==> src/rtl/muldiv_ctrl_if.sv <==
// rtl/muldiv_ctrl_if.sv - EX-stage to mul/div unit request and HI/LO bus
//
// Purpose: groups the request, flush, MTHI/MTLO and result signals between
//   the pipeline (master) and the mul/div controller (slave).
// Signals: start, func[4:0], sign, source_a[31:0], source_b[31:0], flush,
//   hi_write, lo_write, hi_write_data[31:0], lo_write_data[31:0]  (to unit)
//   stall, busy, hi[31:0], lo[31:0]                               (from unit)
// Also supplies the FUNC_MUL / FUNC_DIV encodings unless defined elsewhere.

`ifndef FUNC_MUL
`define FUNC_MUL 5'h18
`endif
`ifndef FUNC_DIV
`define FUNC_DIV 5'h1a
`endif

interface muldiv_ctrl_if;
  logic        start;
  logic [4:0]  func;
  logic        sign;
  logic [31:0] source_a;
  logic [31:0] source_b;
  logic        flush;
  logic        hi_write;
  logic        lo_write;
  logic [31:0] hi_write_data;
  logic [31:0] lo_write_data;
  logic        stall;
  logic        busy;
  logic [31:0] hi;
  logic [31:0] lo;

  modport master (
    output start, func, sign, source_a, source_b, flush,
           hi_write, lo_write, hi_write_data, lo_write_data,
    input  stall, busy, hi, lo
  );

  modport slave (
    input  start, func, sign, source_a, source_b, flush,
           hi_write, lo_write, hi_write_data, lo_write_data,
    output stall, busy, hi, lo
  );
endinterface

==> src/rtl/muldiv_ctrl.sv <==
// rtl/muldiv_ctrl.sv - iterative multiply/divide unit owning the HI/LO registers
//
// Purpose: accepts MUL/DIV requests from EX, runs a 32-step shift-add
//   multiply or restoring divide on operand magnitudes, fixes up signs and
//   commits {hi, lo} on the edge leaving DONE. Handles MTHI/MTLO and flush.
// Ports: clk, rst (async, active high); bus (muldiv_ctrl_if.slave).
// Config: define MULDIV_FAST_MUL_EN for a single-cycle 64-bit multiply.

module muldiv_ctrl (
  input  logic          clk,
  input  logic          rst,
  muldiv_ctrl_if.slave  bus
);

  typedef enum logic [1:0] {S_IDLE, S_MUL, S_DIV, S_DONE} state_e;

  state_e      state_q, state_d;
  logic [4:0]  cnt_q;
  logic [31:0] opnd_q;    // multiplicand (MUL) or divisor (DIV) magnitude
  logic [31:0] acc_q;     // product high half / partial remainder
  logic [31:0] shf_q;     // multiplier -> product low half / dividend -> quotient
  logic [31:0] hi_q, lo_q;
  logic        is_div_q, neg_q, rem_neg_q, div0_q;

  logic        stall_c, accept_c, op_valid;
  logic [31:0] a_mag, b_mag;
  logic [32:0] div_shift, div_diff;
  logic [63:0] prod_res;
  logic [31:0] quo_res, rem_res, res_hi, res_lo;
`ifndef MULDIV_FAST_MUL_EN
  logic [32:0] mul_sum;
`endif

  assign op_valid = (bus.func == `FUNC_MUL) || (bus.func == `FUNC_DIV);
  assign a_mag    = (bus.sign && bus.source_a[31]) ? -bus.source_a : bus.source_a;
  assign b_mag    = (bus.sign && bus.source_b[31]) ? -bus.source_b : bus.source_b;

  // Restoring step: the partial remainder always stays below the divisor, so
  // bit 32 of the trial difference alone tells whether the subtract fits.
  assign div_shift = {acc_q, shf_q[31]};
  assign div_diff  = div_shift - {1'b0, opnd_q};
`ifndef MULDIV_FAST_MUL_EN
  assign mul_sum   = {1'b0, acc_q} + (shf_q[0] ? {1'b0, opnd_q} : 33'd0);
`endif

  // Sign fix-up. Divide by zero returns all-ones regardless of sign; the
  // remainder path already yields source_a there since it keeps the dividend.
  assign prod_res = neg_q ? -{acc_q, shf_q} : {acc_q, shf_q};
  assign quo_res  = div0_q ? 32'hFFFF_FFFF : (neg_q ? -shf_q : shf_q);
  assign rem_res  = rem_neg_q ? -acc_q : acc_q;
  assign res_hi   = is_div_q ? rem_res : prod_res[63:32];
  assign res_lo   = is_div_q ? quo_res : prod_res[31:0];

  always_ff @(posedge clk or posedge rst) begin
    if (rst) state_q <= S_IDLE;
    else     state_q <= state_d;
  end

  always_comb begin
    state_d  = state_q;
    stall_c  = 1'b0;
    accept_c = 1'b0;
    unique case (state_q)
      S_IDLE: begin
        if (bus.start && op_valid) begin
          accept_c = 1'b1;
          stall_c  = 1'b1;
          state_d  = (bus.func == `FUNC_DIV) ? S_DIV : S_MUL;
        end
      end
      S_MUL: begin
        stall_c = 1'b1;
`ifdef MULDIV_FAST_MUL_EN
        state_d = S_DONE;
`else
        if (cnt_q == 5'd31) state_d = S_DONE;
`endif
      end
      S_DIV: begin
        stall_c = 1'b1;
        if (cnt_q == 5'd31) state_d = S_DONE;
      end
      S_DONE: state_d = S_IDLE;
      default: state_d = S_IDLE;
    endcase
    if (bus.flush) begin
      state_d  = S_IDLE;
      stall_c  = 1'b0;
      accept_c = 1'b0;
    end
  end

  always_ff @(posedge clk or posedge rst) begin
    if (rst) begin
      cnt_q     <= 5'd0;
      opnd_q    <= 32'd0;
      acc_q     <= 32'd0;
      shf_q     <= 32'd0;
      is_div_q  <= 1'b0;
      neg_q     <= 1'b0;
      rem_neg_q <= 1'b0;
      div0_q    <= 1'b0;
    end else if (accept_c) begin
      cnt_q     <= 5'd0;
      acc_q     <= 32'd0;
      is_div_q  <= (bus.func == `FUNC_DIV);
      neg_q     <= bus.sign && (bus.source_a[31] ^ bus.source_b[31]);
      rem_neg_q <= bus.sign && bus.source_a[31];
      div0_q    <= (bus.source_b == 32'd0);
      opnd_q    <= (bus.func == `FUNC_DIV) ? b_mag : a_mag;
      shf_q     <= (bus.func == `FUNC_DIV) ? a_mag : b_mag;
    end else if (state_q == S_DIV) begin
      if (cnt_q != 5'd31) cnt_q <= cnt_q + 5'd1;
      if (!div_diff[32]) begin
        acc_q <= div_diff[31:0];
        shf_q <= {shf_q[30:0], 1'b1};
      end else begin
        acc_q <= div_shift[31:0];
        shf_q <= {shf_q[30:0], 1'b0};
      end
    end else if (state_q == S_MUL) begin
`ifdef MULDIV_FAST_MUL_EN
      {acc_q, shf_q} <= {32'd0, opnd_q} * {32'd0, shf_q};
`else
      if (cnt_q != 5'd31) cnt_q <= cnt_q + 5'd1;
      {acc_q, shf_q} <= {mul_sum, shf_q[31:1]};
`endif
    end
  end

  // HI/LO: commit on leaving DONE (MTHI/MTLO override), MTHI/MTLO in IDLE
  // unless a start is taken in the same cycle. Flush blocks every update.
  always_ff @(posedge clk or posedge rst) begin
    if (rst) begin
      hi_q <= 32'd0;
      lo_q <= 32'd0;
    end else if (!bus.flush) begin
      if (state_q == S_DONE) begin
        hi_q <= bus.hi_write ? bus.hi_write_data : res_hi;
        lo_q <= bus.lo_write ? bus.lo_write_data : res_lo;
      end else if (state_q == S_IDLE && !accept_c) begin
        if (bus.hi_write) hi_q <= bus.hi_write_data;
        if (bus.lo_write) lo_q <= bus.lo_write_data;
      end
    end
  end

  assign bus.stall = stall_c;
  assign bus.busy  = (state_q != S_IDLE);
  assign bus.hi    = hi_q;
  assign bus.lo    = lo_q;

endmodule
==> src/flat_wrapper.sv <==
// flat-port wrapper written by rule: the top's interface ports become plain ports
module muldiv_ctrl_flat 
  (clk, rst, bus_start, bus_func, bus_sign, bus_source_a, bus_source_b, bus_flush, bus_hi_write, bus_lo_write, bus_hi_write_data, bus_lo_write_data, bus_stall, bus_busy, bus_hi, bus_lo);
  muldiv_ctrl_if bus_i ();
  input  logic clk;
  input  logic rst;
  input wire logic [$bits(bus_i.start)-1:0] bus_start;
  input wire logic [$bits(bus_i.func)-1:0] bus_func;
  input wire logic [$bits(bus_i.sign)-1:0] bus_sign;
  input wire logic [$bits(bus_i.source_a)-1:0] bus_source_a;
  input wire logic [$bits(bus_i.source_b)-1:0] bus_source_b;
  input wire logic [$bits(bus_i.flush)-1:0] bus_flush;
  input wire logic [$bits(bus_i.hi_write)-1:0] bus_hi_write;
  input wire logic [$bits(bus_i.lo_write)-1:0] bus_lo_write;
  input wire logic [$bits(bus_i.hi_write_data)-1:0] bus_hi_write_data;
  input wire logic [$bits(bus_i.lo_write_data)-1:0] bus_lo_write_data;
  output wire logic [$bits(bus_i.stall)-1:0] bus_stall;
  output wire logic [$bits(bus_i.busy)-1:0] bus_busy;
  output wire logic [$bits(bus_i.hi)-1:0] bus_hi;
  output wire logic [$bits(bus_i.lo)-1:0] bus_lo;
  assign bus_i.start = bus_start;
  assign bus_i.func = bus_func;
  assign bus_i.sign = bus_sign;
  assign bus_i.source_a = bus_source_a;
  assign bus_i.source_b = bus_source_b;
  assign bus_i.flush = bus_flush;
  assign bus_i.hi_write = bus_hi_write;
  assign bus_i.lo_write = bus_lo_write;
  assign bus_i.hi_write_data = bus_hi_write_data;
  assign bus_i.lo_write_data = bus_lo_write_data;
  assign bus_stall = bus_i.stall;
  assign bus_busy = bus_i.busy;
  assign bus_hi = bus_i.hi;
  assign bus_lo = bus_i.lo;
  muldiv_ctrl u_core (.clk(clk), .rst(rst), .bus(bus_i));
endmodule
==> config.mk <==
export PLATFORM = sky130hd
export DESIGN_NAME = muldiv_ctrl_flat
export DESIGN_NICKNAME = d
export VERILOG_FILES = /design/src/rtl/muldiv_ctrl_if.sv /design/src/rtl/muldiv_ctrl.sv /design/src/flat_wrapper.sv
export SDC_FILE = /design/constraint.sdc
export NUM_CORES = 1
export LEC_CHECK = 0
export CAP_MARGIN = 30
export CORE_ASPECT_RATIO = 0.5
export CORE_UTILIZATION = 61
export DETAILED_ROUTE_END_ITERATION = 10
export PLACE_DENSITY = 0.85
export SLEW_MARGIN = 20
export SYNTH_ARGS = -nofsm -noshare
export SYNTH_HDL_FRONTEND = slang
export SYNTH_SLANG_ARGS = --single-unit
==> constraint.sdc <==
create_clock -name clk -period 16 [get_ports clk]
set_clock_uncertainty 0.1 [all_clocks]
set_input_delay 2.4 -clock clk [delete_from_list [all_inputs] [get_ports clk]]
set_output_delay 2.4 -clock clk [all_outputs]
set_load 0.005 [all_outputs]
==> results of run 1 <==
[stage by stage]
stage          area, sq um  setup slack (ps)  hold WS, ps
2_1_floorplan        14700              8870          344
3_3_place_gp         16900              9000          360
3_5_place_dp         16900              8940          369
4_1_cts              17500              8930          385
5_1_grt              17500              8770          410
6_report             17500              8920          380
[final cells by class]
cell class              instances  area [sq um]
inverters                      69           264
repair buffers                225          2210
fillers                      1818          5780
diodes                          2          5.00
well taps                     307           384
multi-input cells            1546          9790
clock buffers                  19           433
flip-flops and latches        171          4280
clock inverters                13           130
[state kept, by name (all words and copies together) (netlist names)]
signal / count
u_core.div0_q: 1
u_core.is_div_q: 1
u_core.rem_neg_q: 1
u_core.shf_q: 32
u_core.opnd_q: 32
u_core.state_q: 2
u_core.bus.hi: 32
u_core.acc_q: 32
u_core.cnt_q: 5
u_core.neg_q: 1
u_core.bus.lo: 32
[worst max-delay path by stage]
stage	endpoint	slack, ps	start
global route	bus_stall	8770	bus_func[4]
floorplan	u_core.acc_q[0]	8870	rst
CTS	bus_stall	8930	bus_func[4]
finish	bus_stall	8920	bus_func[4]
detailed placement	bus_stall	8940	bus_func[4]
global placement	bus_stall	9000	bus_func[4]
[per-layer routing]
layer / track usage, % / vias up / routed length [microns]
met4: 11.3 / 2 / 800
met3: 12.1 / 83 / 5970
met5: 0 / - / 11
met1: 54.0 / 7066 / 20400
met2: 56.2 / 792 / 19600
li1: - / 7092 / -
[layout by cell type, fill, tap and decap left out, types with 65 or more instances in the layout]
master and n:
nand2_1 236, dfrtp_1 171, inv_1 68, ha_1 71, clkdlybuf4s50_1 205, xnor2_1 121, o21ai_0 239, mux2i_1 65
a21oi_1 145, nor2_1 159
[power groups by stage]
stage | clock, mW | sequential (mW) | combinational (mW)
after floorplan | 0 | 0.796 | 1.72
after global placement | 0 | 0.867 | 2.31
after detailed placement | 0 | 0.872 | 2.36
after CTS | 0.417 | 0.868 | 2.39
after global routing | 0.436 | 0.906 | 2.69
final | 0.415 | 0.883 | 2.45
[kinds of logic after synthesis]
group,after synthesis,synth area share [%]
adder cells (fa/ha/maj),75,6.47
buffers and inverters,182,4.71
XOR/XNOR,171,10.2
AND/OR/NAND/NOR,580,18.1
multiplexers,71,4.87
flip-flops,171,29.0
AO/OA/AOI/OAI,649,26.7
[worst max-delay path, stage by stage]
cell and delay [ps]:
clkdlybuf4s50_1 460, nand2_1 50, nor3_1 300, nand2_1 220
or3_2 460, a21oi_1 160, clkdlybuf4s50_1 530
==> metrics.csv, run 1 <==
stage,metric,value,unit
timing,setup_viol_count_final,0,
outcome,outcome,"complete, no violations",
synthesis,yosysWarnings,0,
setup_path,reg2reg_depth,13,
clocking,cts_tree,done,
timing,worst_pin_slew,922,ps
power,peakVddDrop,139,uV
floorplan,die_w,222,microns
floorplan,ios,206,
clocking,clk_latency,460,ps
cells_and_area,fin_nets,2245,
hold_path,hp-class,reg -> reg,
cells_and_area,drive_gt1_share,4.01,%
global_routing,grt.total_usage,38.3,%
cells_and_area,fin_util,75.2,%
setup_path,rrSetupSlack,11620,ps
clocking,cts_resized,0,
route,vias,15000,
power,combPwrFrac,65.4,%
clocking,cts-hold-fix-buffers,0,
floorplan,row_count,39,
clocking,cts_buffer_depth,2,
job,max_cap_violations,0,
setup_path,reg2reg_to,u_core.acc_q[21],
floorplan,core,23300,sq um
clocking,clkSlewWorstSetupHoldPaths,70,ps
placement,gp_congestion,0.985,
timing,min_period_over_period,44.3,%
clocking,h-tree-depth,4,
power,p_seq_share,23.5,%
timing,drv_slew,0,
synthesis,syn_inst,1899,
route,totalWireLength,46800,microns
synthesis,synth.area.top_cells,"dfrtp_1, o21ai_0, xnor2_1, ha_1, nand2_1",
floorplan,die-area,24800,sq um
synthesis,ys_ff_latch,171,
global_routing,grt_start_max_net_pins,93,
timing,slew_headroom,38.4,%
hold_path,hold_path_depth,2,
power,netSwitchingFraction,48.9,%
hold_path,hold_end,u_core.bus.lo[1],
synthesis,async_reset_ff_share,100,%
setup_path,path_class,in -> out,
route,drtIter0Drc,1709,
setup_path,worstPathArrival,4580,ps
synthesis,synth-edff-count,0,
timing,finalHoldViolations,0,
synthesis,synth_common_cells,"o21ai_0, nand2_1, dfrtp_1, nor2_1, a21oi_1",
clocking,cts_setup_buffers,0,
clocking,cts_root_buf,clkbuf_16,
floorplan,start_util,63.3,%
global_routing,grt_overflow,0,
route,viasPerCell,6.39,
power,pwr_density_cell,214,nW/um^2
hold_path,min_from,u_core.bus.lo[1],
synthesis,netlist_area,14700,sq um
placement,dp.final_hpwl,34000,microns
power,totalPowerFinal,3.75,mW
synthesis,synth-seq-area-share,29.0,%
floorplan,fp.dieH,112,microns
timing,fin_crit,7080,ps
power,cellLeakagePower,7.09,nW
cells_and_area,syn2layout_area_growth,18.7,%
global_routing,antenna_found_initial,5,
placement,io_buffers,205,
setup_path,critPathMaxFanout,5,
timing,setup-tns-final,0,ps
global_routing,grt_pass1_vias,14000,
synthesis,synthDistinctLibCells,72,
synthesis,synth_top_flop_cell,dfrtp_1,
synthesis,yosys.area.top_type,dfrtp_1,
setup_path,cp-start-kind,input port,
setup_path,crit_required,13500,ps
cells_and_area,finalNonFillerCells,2352,
power,switchingPower,1.83,mW
placement,dp_cells,2315,
route,drtPass1Iterations,7,
power,power_frac_clock,11.1,%
route,drc_errors,0,
setup_path,worstReg2RegStart,u_core.acc_q[0],
route,post_drt_wl_per_cell,19.9,microns
synthesis,avgSynthCellArea,7.76,sq um
clocking,cts.sinks,171,
synthesis,synth_fp_nets,2114,
timing,max_freq,141,MHz
global_routing,grt_pass1_wl,74600,microns
timing,rsz0062_at_grt,false,
clocking,cts_buffers,17,
power,intPower,1.92,mW
setup_path,endpoint_kind,primary output,
synthesis,synthMostInstantiatedCell,o21ai_0,
synthesis,synth_top_area_share,29.0,%
route,ant_nets,0,
Power figures use the tool's default switching activity.
==> run 2, diff against run 1 <==
Settings changed: CORE_UTILIZATION 61 to 57, PLACE_DENSITY 0.85 to 0.8.
Clock period 16 ns to 7.16 ns, I/O delays scaled along.
==> run 2 against run 1 <==
Against the previous run: total power increased by 120%; sequential cell count unchanged; non-clock buffer count unchanged; die area increased by 6.9%; sequential power increased by 120%; via count decreased by 1.1%; utilization decreased by 5.6 points; final area increased by 0.49%; critical path depth unchanged; wire length increased by 1.6%; combinational power increased by 120%; final cell count increased by 1.7%; critical endpoint unchanged; largest cell class unchanged.
==> metrics.csv, run 2 (synthesis gave the netlist of run 1 again) <==
stage,metric,value,unit,change
outcome,outcome,"complete, no violations",,
floorplan,ios,206,,unchanged
cells_and_area,finalNonFillerCells,2391,,+1.7%
route,vias,14900,,-1.1%
setup_path,crit_required,5990,ps,-7510 ps
clocking,cts_setup_buffers,0,,unchanged
clocking,clkSlewWorstSetupHoldPaths,70,ps,about the same
power,pwr_density_cell,479,nW/um^2,+120%
setup_path,endpoint_kind,primary output,,
cells_and_area,drive_gt1_share,4.11,%,+0.098 points
clocking,cts_buffer_depth,2,,unchanged
hold_path,hp-class,reg -> reg,,
placement,dp.final_hpwl,35000,microns,+2.8%
setup_path,cp_slowest_stage_delay,530,ps,about the same
global_routing,antenna_found_initial,5,,unchanged
job,max_cap_violations,0,,unchanged
clocking,cts_resized,0,,unchanged
floorplan,fp.dieH,116,microns,+3.4%
cells_and_area,fin_nets,2245,,unchanged
clocking,cts_buffers,17,,unchanged
placement,dp_cells,2351,,+1.6%
global_routing,grt_overflow,0,,unchanged
setup_path,path_cells,"clkdlybuf4s50_1, nand2_1, nor3_1, nand2_1, or3_2, a21oi_1, clkdlybuf4s50_1",,
global_routing,use_met1,52.3,%,-1.7 points
timing,slew_headroom,35.2,%,-3.2 points
clocking,cts_tree,done,,
timing,rsz0062_at_grt,false,,
cells_and_area,layout_common_cells,"o21ai_0, nand2_1, clkdlybuf4s50_1",,
floorplan,core,25300,sq um,+8.7%
timing,min_period_over_period,62.3,%,
power,cellLeakagePower,7.10,nW,about the same
setup_path,cpLargestDelayFamily,simple AND/OR/NAND/NOR gates,,
floorplan,start_util,58.3,%,-5.0 points
setup_path,cp-start-kind,input port,,
route,viasPerCell,6.22,,-2.7%
cells_and_area,fill_cells,2156,,+19%
clocking,cts_root_buf,clkbuf_16,,
route,totalWireLength,47600,microns,+1.6%
setup_path,rrSetupSlack,3020,ps,-8600 ps
floorplan,die-area,26500,sq um,+6.9%
route,post_drt_wl_per_cell,19.9,microns,about the same
global_routing,use_met2,53.4,%,-2.8 points
placement,io_buffers,205,,unchanged
timing,drv_slew,0,,unchanged
global_routing,grt-busiest-layer,met2,,
power,peakVddDrop,245,uV,+76%
cells_and_area,fin_util,69.5,%,-5.6 points
setup_path,cp_slowest_cell,clkdlybuf4s50_1,,
clocking,clk_latency,470,ps,about the same
clocking,h-tree-depth,4,,unchanged
clocking,cts.sinks,171,,unchanged
route,ant_nets,0,,unchanged
global_routing,grt.total_usage,36.2,%,-2.1 points
timing,finalHoldViolations,0,,unchanged
route,drtPass1Iterations,5,,-2
cells_and_area,final_common_cell,o21ai_0,,
clocking,cts-hold-fix-buffers,0,,unchanged
timing,fin_crit,4460,ps,
global_routing,grt_start_max_net_pins,172,,+85%
setup_path,path_buf_inv,2,,unchanged
setup_path,critPathMaxFanout,5,,unchanged
global_routing,use_met3,9.10,%,-3.0 points
setup_path,worstPathArrival,3290,ps,-1290 ps
timing,setup-tns-final,0,ps,unchanged
route,drc_errors,0,,unchanged
timing,worst_pin_slew,972,ps,+50.0 ps
global_routing,grt_pass1_wl,75200,microns,+0.85%
global_routing,grt_pass1_vias,13800,,-1.3%
placement,gp_congestion,1.01,,+2.2%
timing,max_freq,224,MHz,
floorplan,die_w,229,microns,+3.4%
floorplan,row_count,41,,+5.1%
setup_path,path_class,in -> out,,
route,drtIter0Drc,1880,,+10%
timing,setup_viol_count_final,0,,unchanged
cells_and_area,syn2layout_area_growth,19.3,%,
==> run 2: cell count changes in the layout (fill, tap and decap cells not counted), sizes merged <==
cell,previous run,this run
diode,2,4
clkinv,5,3
inv,76,75
clkinvlp,0,3
==> run 2: cell type report <==
cell class / count / area (sq um) / area share, %
multi-input cells: 1546 / 9790 / 55.7
flip-flops and latches: 171 / 4280 / 24.3
repair buffers: 225 / 2230 / 12.7
clock buffers: 19 / 453 / 2.58
well taps: 344 / 430 / 2.45
inverters: 69 / 264 / 1.50
clock inverters: 13 / 129 / 0.733
diodes: 4 / 10.0 / 0.0569
==> run 2: tightest hold or removal path, cell delays in order, from the launching register on <==
cell and delay, ps:
dfrtp_1 340, nand2_1 40, o21ai_0 60
==> run 2: through the flow <==
| step | hold WS [ps] | power, mW | setup slack [ps] | cell area, sq um |
|---|---|---|---|---|
| final | 378 | 8.43 | 2700 | 17600 |
| after global routing | 395 | 9.07 | 2540 | 17600 |
| after CTS | 385 | 8.27 | 2680 | 17500 |
| after detailed placement | 369 | 7.28 | 2720 | 16900 |
| after global placement | 360 | 7.20 | 2730 | 16900 |
| after floorplan | 344 | 5.62 | 1350 | 14700 |
==> run 2: path summary, 6_finish.rpt <==
check	to	start	cells after the start
hold / removal	u_core.bus.lo[21]	u_core.bus.lo[21]	2
max in group asynchronous	u_core.bus.lo[18]	rst	3
setup / recovery	bus_stall	bus_func[4]	7
min in group asynchronous	u_core.bus.hi[29]	rst	3
hold reg to reg	u_core.bus.lo[21]	u_core.bus.lo[21]	2
setup reg to reg	u_core.bus.hi[16]	u_core.shf_q[0]	13
==> run 2: per-layer routing <==
layer	routed length (microns)	vias up
met5	0	-
met4	914	0
met3	5120	73
met2	19700	711
met1	21800	6990
li1	-	7090
==> run 2: power breakdown <==
group,internal [mW],switching [mW]
Sequential,1.42,0.543
Clock,0.505,0.442
Combinational,2.38,3.13
Total,4.31,4.11
